<file path="config.mk">
export PLATFORM = sky130hd
export DESIGN_NAME = weight_config_loader_flat
export DESIGN_NICKNAME = d
export VERILOG_FILES = /design/src/rtl/weight_config_loader_pkg.sv /design/src/rtl/weight_config_loader_if.sv /design/src/rtl/weight_config_loader.sv /design/src/flat_wrapper.sv
export SDC_FILE = /design/constraint.sdc
export NUM_CORES = 1
export LEC_CHECK = 0
export CAP_MARGIN = 30
export CORE_AREA = 2 2 110 112
export DETAILED_ROUTE_END_ITERATION = 10
export DIE_AREA = 0 0 112 114
export PLACE_DENSITY = 0.72
export SYNTH_ARGS = -nofsm -noshare
export SYNTH_HDL_FRONTEND = slang
export SYNTH_SLANG_ARGS = --single-unit
</file>
<file path="constraint.sdc">
create_clock -name clk -period 2.3 [get_ports clk]
set_clock_uncertainty 0.1 [all_clocks]
set_input_delay 0.23 -clock clk [delete_from_list [all_inputs] [get_ports clk]]
set_output_delay 0.23 -clock clk [all_outputs]
set_load 0.005 [all_outputs]
</file>
<file path="src/rtl/weight_config_loader_pkg.sv">
// weight_config_loader_pkg
// Shared definitions for the weight/bias configuration loader:
//   - command kind encodings carried in header bits [31:30]
//   - bit positions of the header and count fields
//   - FSM state encoding
//   - small decode helpers used by the loader
package weight_config_loader_pkg;

  // Command kinds; 2'b00 and 2'b11 are rejected as invalid headers.
  localparam logic [1:0] KIND_WEIGHT = 2'b01;
  localparam logic [1:0] KIND_BIAS   = 2'b10;

  // Header word field positions.
  localparam int KIND_MSB   = 31;
  localparam int KIND_LSB   = 30;
  localparam int LAYER_MSB  = 23;
  localparam int LAYER_LSB  = 16;
  localparam int NEURON_MSB = 15;
  localparam int NEURON_LSB = 8;

  // Count word field position and payload counter width.
  localparam int COUNT_MSB   = 15;
  localparam int COUNT_LSB   = 0;
  localparam int COUNT_WIDTH = COUNT_MSB - COUNT_LSB + 1;

  // HDR0: expecting a header word
  // HDR1: expecting the count word
  // LOAD: forwarding payload words onto the neuron bus
  // SKIP: swallowing the payload of a rejected command
  typedef enum logic [1:0] {
    HDR0 = 2'd0,
    HDR1 = 2'd1,
    LOAD = 2'd2,
    SKIP = 2'd3
  } loader_state_t;

  typedef struct packed {
    logic [1:0] kind;
    logic [7:0] layer;
    logic [7:0] neuron;
  } header_t;

  // Pull the meaningful fields out of a raw header word.
  function automatic header_t decode_header(input logic [31:0] word);
    header_t h;
    h.kind   = word[KIND_MSB:KIND_LSB];
    h.layer  = word[LAYER_MSB:LAYER_LSB];
    h.neuron = word[NEURON_MSB:NEURON_LSB];
    return h;
  endfunction

  function automatic logic kind_is_valid(input logic [1:0] kind);
    return (kind == KIND_WEIGHT) || (kind == KIND_BIAS);
  endfunction

endpackage

</file>
<file path="src/rtl/weight_config_loader_if.sv">
// weight_config_loader_if
// Host word stream feeding the configuration loader.
//   s_data  : command / payload word from the host
//   s_valid : s_data is valid
//   s_ready : loader accepts s_data this cycle
// Modports:
//   master : host side (DMA or AXI-stream bridge)
//   slave  : loader side
interface weight_config_loader_if;

  logic [31:0] s_data;
  logic        s_valid;
  logic        s_ready;

  modport master (
    output s_data,
    output s_valid,
    input  s_ready
  );

  modport slave (
    input  s_data,
    input  s_valid,
    output s_ready
  );

endinterface

</file>
<file path="src/rtl/weight_config_loader.sv">
// weight_config_loader
// Configuration master for the neuron array. Parses a host word stream of
// per-neuron load commands (header, count, N payload words) and drives the
// shared weight/bias load bus that every neuron snoops. This block is the
// only writer of that bus.
//
// Ports:
//   clk, rst           : clock, synchronous active-high reset
//   host (slave)       : s_data / s_valid / s_ready host stream
//   err_clr            : clears the sticky err flag
//   weightValid        : one-cycle pulse per weight payload word
//   biasValid          : one-cycle pulse per bias payload word
//   weightValue        : registered weight word
//   biasValue          : registered bias word
//   config_layer_num   : target layer of the last valid header, zero-extended
//   config_neuron_num  : target neuron of the last valid header, zero-extended
//   busy               : a command is in progress (state != HDR0)
//   done               : pulses with the final payload pulse of a command
//   err                : sticky flag, set when a rejected header has N > 0
module weight_config_loader
  import weight_config_loader_pkg::*;
#(
  parameter int numLayers  = 4,
  parameter int maxNeurons = 64
) (
  input  logic                  clk,
  input  logic                  rst,
  weight_config_loader_if.slave host,
  input  logic                  err_clr,
  output logic                  weightValid,
  output logic                  biasValid,
  output logic [31:0]           weightValue,
  output logic [31:0]           biasValue,
  output logic [31:0]           config_layer_num,
  output logic [31:0]           config_neuron_num,
  output logic                  busy,
  output logic                  done,
  output logic                  err
);

  localparam logic [31:0] LAYER_LIMIT  = 32'(numLayers);
  localparam logic [31:0] NEURON_LIMIT = 32'(maxNeurons);

  loader_state_t          state_q;
  loader_state_t          state_d;

  logic                   accept;
  header_t                hdr_in;
  logic                   hdr_in_ok;
  logic [COUNT_WIDTH-1:0] count_in;

  logic [1:0]             kind_q;
  logic [1:0]             kind_d;
  logic                   hdr_ok_q;
  logic                   hdr_ok_d;
  logic [COUNT_WIDTH-1:0] remaining_q;
  logic [COUNT_WIDTH-1:0] remaining_d;

  logic                   weight_valid_d;
  logic                   bias_valid_d;
  logic [31:0]            weight_value_d;
  logic [31:0]            bias_value_d;
  logic [31:0]            layer_num_d;
  logic [31:0]            neuron_num_d;
  logic                   done_d;
  logic                   err_d;

  // The neuron bus never pushes back, so the loader is ready whenever it is
  // out of reset.
  assign host.s_ready = !rst;
  assign accept       = host.s_valid && host.s_ready;

  assign hdr_in    = decode_header(host.s_data);
  assign count_in  = host.s_data[COUNT_MSB:COUNT_LSB];
  assign hdr_in_ok = kind_is_valid(hdr_in.kind)
                     && ({24'd0, hdr_in.layer}  < LAYER_LIMIT)
                     && ({24'd0, hdr_in.neuron} < NEURON_LIMIT);

  assign busy = (state_q != HDR0);

  // State register.
  always_ff @(posedge clk) begin
    if (rst) begin
      state_q <= HDR0;
    end else begin
      state_q <= state_d;
    end
  end

  // Next-state logic. Every transition is gated by an accepted word; a gap
  // in s_valid simply holds the current state.
  always_comb begin
    state_d = state_q;
    if (accept) begin
      unique case (state_q)
        HDR0: state_d = HDR1;
        HDR1: begin
          // A zero-length command finishes immediately, even if its header
          // was rejected, so it never raises err.
          if (count_in == '0) begin
            state_d = HDR0;
          end else if (!hdr_ok_q) begin
            state_d = SKIP;
          end else begin
            state_d = LOAD;
          end
        end
        LOAD, SKIP: begin
          if (remaining_q == COUNT_WIDTH'(1)) begin
            state_d = HDR0;
          end
        end
        default: state_d = HDR0;
      endcase
    end
  end

  // Output / datapath next values. Everything computed here is registered
  // below, so each payload word reaches the bus exactly one cycle after it
  // is accepted.
  always_comb begin
    kind_d         = kind_q;
    hdr_ok_d       = hdr_ok_q;
    remaining_d    = remaining_q;
    weight_valid_d = 1'b0;
    bias_valid_d   = 1'b0;
    weight_value_d = weightValue;
    bias_value_d   = biasValue;
    layer_num_d    = config_layer_num;
    neuron_num_d   = config_neuron_num;
    done_d         = 1'b0;
    // Clear first so that a same-cycle set below takes priority.
    err_d          = err && !err_clr;

    if (accept) begin
      unique case (state_q)
        HDR0: begin
          kind_d   = hdr_in.kind;
          hdr_ok_d = hdr_in_ok;
          // A rejected header must leave the bus target untouched.
          if (hdr_in_ok) begin
            layer_num_d  = {24'd0, hdr_in.layer};
            neuron_num_d = {24'd0, hdr_in.neuron};
          end
        end
        HDR1: begin
          remaining_d = count_in;
          if ((count_in != '0) && !hdr_ok_q) begin
            err_d = 1'b1;
          end
        end
        LOAD: begin
          remaining_d = remaining_q - COUNT_WIDTH'(1);
          if (kind_q == KIND_BIAS) begin
            bias_valid_d = 1'b1;
            bias_value_d = host.s_data;
          end else begin
            weight_valid_d = 1'b1;
            weight_value_d = host.s_data;
          end
          done_d = (remaining_q == COUNT_WIDTH'(1));
        end
        SKIP: begin
          remaining_d = remaining_q - COUNT_WIDTH'(1);
        end
        default: begin
          remaining_d = '0;
        end
      endcase
    end
  end

  // Datapath and output registers. Reset abandons any command in flight;
  // words already issued stay in the neuron memories.
  always_ff @(posedge clk) begin
    if (rst) begin
      kind_q            <= '0;
      hdr_ok_q          <= 1'b0;
      remaining_q       <= '0;
      weightValid       <= 1'b0;
      biasValid         <= 1'b0;
      weightValue       <= '0;
      biasValue         <= '0;
      config_layer_num  <= '0;
      config_neuron_num <= '0;
      done              <= 1'b0;
      err               <= 1'b0;
    end else begin
      kind_q            <= kind_d;
      hdr_ok_q          <= hdr_ok_d;
      remaining_q       <= remaining_d;
      weightValid       <= weight_valid_d;
      biasValid         <= bias_valid_d;
      weightValue       <= weight_value_d;
      biasValue         <= bias_value_d;
      config_layer_num  <= layer_num_d;
      config_neuron_num <= neuron_num_d;
      done              <= done_d;
      err               <= err_d;
    end
  end

endmodule

</file>
<file path="src/flat_wrapper.sv">
// flat-port wrapper written by rule: the top's interface ports become plain ports
module weight_config_loader_flat import weight_config_loader_pkg::*;
#(
  parameter int numLayers  = 4,
  parameter int maxNeurons = 64
)
  (clk, rst, err_clr, weightValid, biasValid, weightValue, biasValue, config_layer_num, config_neuron_num, busy, done, err, host_s_data, host_s_valid, host_s_ready);
  weight_config_loader_if host_i ();
  input  logic clk;
  input  logic rst;
  input  logic err_clr;
  output logic weightValid;
  output logic biasValid;
  output logic [31:0] weightValue;
  output logic [31:0] biasValue;
  output logic [31:0] config_layer_num;
  output logic [31:0] config_neuron_num;
  output logic busy;
  output logic done;
  output logic err;
  input wire logic [$bits(host_i.s_data)-1:0] host_s_data;
  input wire logic [$bits(host_i.s_valid)-1:0] host_s_valid;
  output wire logic [$bits(host_i.s_ready)-1:0] host_s_ready;
  assign host_i.s_data = host_s_data;
  assign host_i.s_valid = host_s_valid;
  assign host_s_ready = host_i.s_ready;
  weight_config_loader #(.numLayers(numLayers), .maxNeurons(maxNeurons)) u_core (.clk(clk), .rst(rst), .host(host_i), .err_clr(err_clr), .weightValid(weightValid), .biasValid(biasValid), .weightValue(weightValue), .biasValue(biasValue), .config_layer_num(config_layer_num), .config_neuron_num(config_neuron_num), .busy(busy), .done(done), .err(err));
endmodule
</file>
[After elaboration in Yosys (flattened, before gate mapping)]
Cells that the tools add are included.
Word-level totals
  register bits: 105
  latch bits: 0
  bits in writable memories: 0
  bits in read-only memories: 0
  input port bits: 36
  output and inout port bits: 134
  word-level logic and storage cells: 58
  memories: 0
Operators by class
  $add $sub $neg: 1
  multiply operators: 0
  divide/modulo/power cells: 0
  magnitude comparators: 2
  equal/unequal tests: 8
  shift operators: 0
  muxes and demuxes: 10
  bitwise logic cells: 3
  reduce and logical (&&, ||, !) cells: 22
Operator list (number)
  $pmux W16 S2: 1
  $eq A16 B1 Y1 const B: 1
  $logic_not A16 Y1: 1
  $reduce_bool A16 Y1: 1
  $sub A16 B1 Y16 const B: 1
  $reduce_and A3 Y1: 3
  $eq A2 B2 Y1 const B: 4
  $lt A8 B3 Y1 const B: 1
  $lt A8 B7 Y1 const B: 1
  $mux W1: 6
  $pmux W2 S3: 1
  $reduce_and A2 Y1: 3
  $logic_and A1 B1 Y1: 5
  $eq A2 B1 Y1 const B: 2
  $mux W2: 2
  $reduce_bool A2 Y1: 2
  $logic_not A1 Y1: 3
  $not A1 Y1: 3
  $reduce_or A3 Y1: 1
  $logic_not A2 Y1: 1
  $ne A2 B1 Y1 const B: 1
  $reduce_or A2 Y1: 1
  $logic_or A1 B1 Y1: 1

[Longest topological paths before layout]
  depth in word-level cells: 5
  depth in mapped cells: 7
  mapped depth without buffers: 6

[Worst setup path before layout]
No wires, ideal clock.
  path kind: flip-flop to flip-flop
  start: reg u_core.remaining_q[2]
  end: reg u_core.state_q[0]
  setup time: 122 ps
  data arrival time: 1515 ps
  required time: 2078 ps
  setup slack: 563 ps
  stages on the path, launching flop included: 5
  buffers on the path: 0
  clock period less this slack: 1737 ps
  path through: dfxtp_1 -> nor4_4 -> nand4b_1 -> or3_1 -> a311o_1
On the way
  cells in the longest elaborated chain, start to end: 3
Ends and longest elaborated chain
  start: declaration: line weight_config_loader.sv:56  | logic [COUNT_WIDTH-1:0] remaining_q;
  start signal: assignment: line weight_config_loader.sv:191  | remaining_q <= remaining_d;
  $eq A16 B1 Y1: line weight_config_loader.sv:109  | if (remaining_q == COUNT_WIDTH'(1)) begin
  $ne A2 B1 Y1 (no line)
  $reduce_and A2 Y1 (no line)
  end signal: assignment: line weight_config_loader.sv:86  | state_q <= state_d;
  end: declaration: line weight_config_loader.sv:44  | loader_state_t state_q;
Every way passes these cells.
A chain may end at the register's enable or synchronous reset.

[Worst setup path after layout]
  start: reg u_core.state_q[0]
  end: out busy
On the way
  cells in the longest elaborated chain, start to end: 1
Ends and longest elaborated chain
  $reduce_bool A2 Y1: line weight_config_loader.sv:79  | assign busy = (state_q != HDR0);
  end: declaration: line flat_wrapper.sv:18  | output logic busy;
Every way passes these cells.

==> flow_metrics.tcl <==
set metrics [dict create \
    place_area_sq_mm 0.00587 \
    path_class "reg -> out" \
    fp.dieW_um 112 \
    post_cts_buffers 0 \
    fmax_ghz 0.490 \
    area_growth_pct 36.9 \
    max_slew_margin 0.499 \
    synth-edff-count 0 \
    die_h_um 114 \
    ys_ff_latch 105 \
    min_from "rst" \
    nFillCells 1108 \
    critical_path_arrival_ns 1.71 \
    p_int_mw 3.12 \
    design.core.area_sq_mm 0.0117 \
    ios 170 \
    vias_per_cell 5.12 \
    netlist_area_sq_mm 0.00452 \
    route.met3.wl_mm 1.25 \
    layout-drive-gt1-share 0.0819 \
    die_area_sq_mm 0.0128 \
    clkLatencyLatePin_ns 0.35 \
    nets 729 \
    worstMarginPinSlew_ns 0.752 \
    finalSetupTns_ns 0 \
    timing.rr.start "u_core.remaining_q[2]$_SDFFE_PP0P_" \
    synth_most_common_cell "nand2_1" \
    detail_route.first_pass.iterations 5 \
    num_vias 4319 \
    grt_pass1_vias 4095 \
    drc 0 \
    p_comb_frac 0.143 \
    grtUsageTotal 0.210 \
    report.final.slew_viol_count 0 \
    switching_share 0.257 \
    ir_worst_vdd_mv 0.341 \
    p_per_area_mw_per_mm2 679 \
    p_leak_nw 2.38 \
    rr_endpoint "u_core.state_q[0]$_SDFFE_PP0P_" \
    n_antenna_cell 0 \
    wl_mm 13.6 \
    ant_nets 0 \
    drt_iter0_markers 245 \
    reg2reg_depth 4 \
    p_total_mw 4.20 \
    switching_power_mw 1.08 \
    synthTopCellsByArea "dfxtp_1 (47%), nand2_1 (12%), a21oi_1 (8.3%)" \
    routed.top_layer "met4" \
    syn_area_per_cell_sq_um 8.10 \
    root_buffer "clkbuf_16" \
    htree_levels 3 \
    gp_congestion 0.908 \
    worstSetupEndpoint "busy" \
    path_max_fanout 12 \
    synthArstFlopShare 0 \
    maxCapViolations 0 \
    grt_antenna_before_repair 0 \
    dp_cells 827 \
    wl_met1_mm 5.49 \
    syn_inst 558 \
    hpwlAfterDp_mm 10.1 \
    grt_overflow 0 \
    crit_path_end_kind "output port" \
    route.met2.wl_mm 6.54 \
    grt_first_pass_wirelength_mm 21.3 \
    setup_viol 0 \
    cts_num_sinks 105 \
    yosys_most_used_dff "dfxtp_1" \
    synthDistinctLibCells 53 \
    yosys_warnings 0 \
    ys_seq_area_frac 0.465 \
    port_buffers 121 \
    period_share 0.887 \
    power_frac_seq 0.463 \
    num_rows 40 \
    start_util 0.386 \
    cts_tree "yes" \
    outcome "finished clean" \
    post-route-util 0.528 \
    final_cells 843 \
    cts_buffers 9 \
    finalHoldViolCount 0 \
    clk_transition_reported_paths_ns 0.07 \
    cp.required_ns 1.97 \
    startpoint "u_core.state_q[0]$_SDFFE_PP0P_" \
    cts_buffer_depth 2 \
    rsz0062_at_grt "false" \
    hold_class "in -> reg" \
    reg2reg_setup_slack_ns 0.28 \
    pwr-share-clk 0.394 \
    grt_max_degree 75 \
    final.min_clock_period_ns 2.04 \
    synth_common_cells "nand2_1 (148), dfxtp_1 (105), a21oi_1 (75)" \
    synth_area_leader_cell "dfxtp_1" \
    cp-start-kind "flop" \
    routedWlPerCell_um 16.1 \
    synth_top_area_frac 0.465 \
    stdcell_area_sq_mm 0.00619 \
]
worst min path at each step:
stage	endpoint	slack, ns	cells after the start
floorplan	u_core.err$_SDFF_PP0_	0.23	1
global placement	u_core.weightValue[14]$_SDFFE_PP0P_	0.34	2
detailed placement	u_core.biasValue[4]$_SDFFE_PP0P_	0.35	2
CTS	u_core.state_q[0]$_SDFFE_PP0P_	0.24	3
global route	u_core.state_q[0]$_SDFFE_PP0P_	0.26	3
finish	u_core.state_q[0]$_SDFFE_PP0P_	0.24	3
logic make-up (layout without fill, tap and decap cells):
kind of cell	Yosys count	in the layout	share of synthesized area
AO/OA/AOI/OAI	113	113	0.146
XOR/XNOR	1	1	0.00194
adder cells (fa/ha/maj)	2	2	0.00554
buffers and inverters	90	181	0.115
flip-flops	105	105	0.465
multiplexers	12	12	0.0266
other	1	48	0.000830
AND/OR/NAND/NOR	234	234	0.239
area by class of cell:
cell class | instances | area, sq um | area share
Clock buffer | 12 | 246 | 0.0398
Clock inverter | 4 | 73.8 | 0.0119
Inverter | 11 | 41.3 | 0.00667
Multi-Input combinational cell | 410 | 2070 | 0.335
Sequential cell | 105 | 2100 | 0.340
Tap cell | 147 | 184 | 0.0297
Timing Repair Buffer | 154 | 1470 | 0.237
power groups by stage:
stage	Sequential (mW)	Combinational, mW	Clock (mW)
4_1_cts	1.94	0.591	1.68
3_5_place_dp	1.98	0.587	0
5_1_grt	1.95	0.654	1.77
3_3_place_gp	1.98	0.589	0
2_1_floorplan	1.96	0.403	0
6_report	1.95	0.600	1.65
stage by stage:
stage	hold slack (ns)	setup slack [ns]
after floorplan	0.234	0.563
after global placement	0.342	0.133
after detailed placement	0.347	0.182
after CTS	0.240	0.0810
after global routing	0.259	0.147
final	0.239	0.260
metal layers:
layer / global-route usage / up-vias
met3: 0.0717 / 26
li1: - / 2068
met4: 0.0667 / 0
met5: 0 / -
met2: 0.356 / 203
met1: 0.252 / 2022
registers in the layout (all words and copies together) (netlist names), 2 cells and up:
name / count
u_core.kind_q: 2
u_core.biasValue: 32
u_core.state_q: 2
u_core.config_layer_num: 8
u_core.remaining_q: 16
u_core.config_neuron_num: 8
u_core.weightValue: 32
cell usage in the layout, fill, tap and decap left out, drive strengths merged, types with 2 or more instances in the layout:
cell type and instances:
mux2i 12, nand4 7, nand2 148, nor2b 6
inv 12, o32ai 2, a311o 2, nor3 5
a22oi 2, nor4 13, bufinv 2, buf 34
clkbuf 12, o21ai 7, dfxtp 105, ha 2
a31oi 4, conb 48, a21oi 75, o211ai 2
clkdlybuf4s50 120, o22ai 3, and3 12, nand3 10
or3 3, nor2 21, nand2b 4, a22o 3
repair_timing:
item | in CTS | in global routing
setup endpoints to repair | 0 | 1
hold buffers | 0 | 0
gates resized for setup | 0 | 1
endpoints found under the hold margin | 0 | 0
worst max-delay path, stage by stage (launching register included):
cell	delay [ns]
dfxtp_1	0.54
nor2_1	0.16
inv_1	0.14
clkdlybuf4s50_1	0.52
Note: power is estimated with default switching activity, not from simulation.
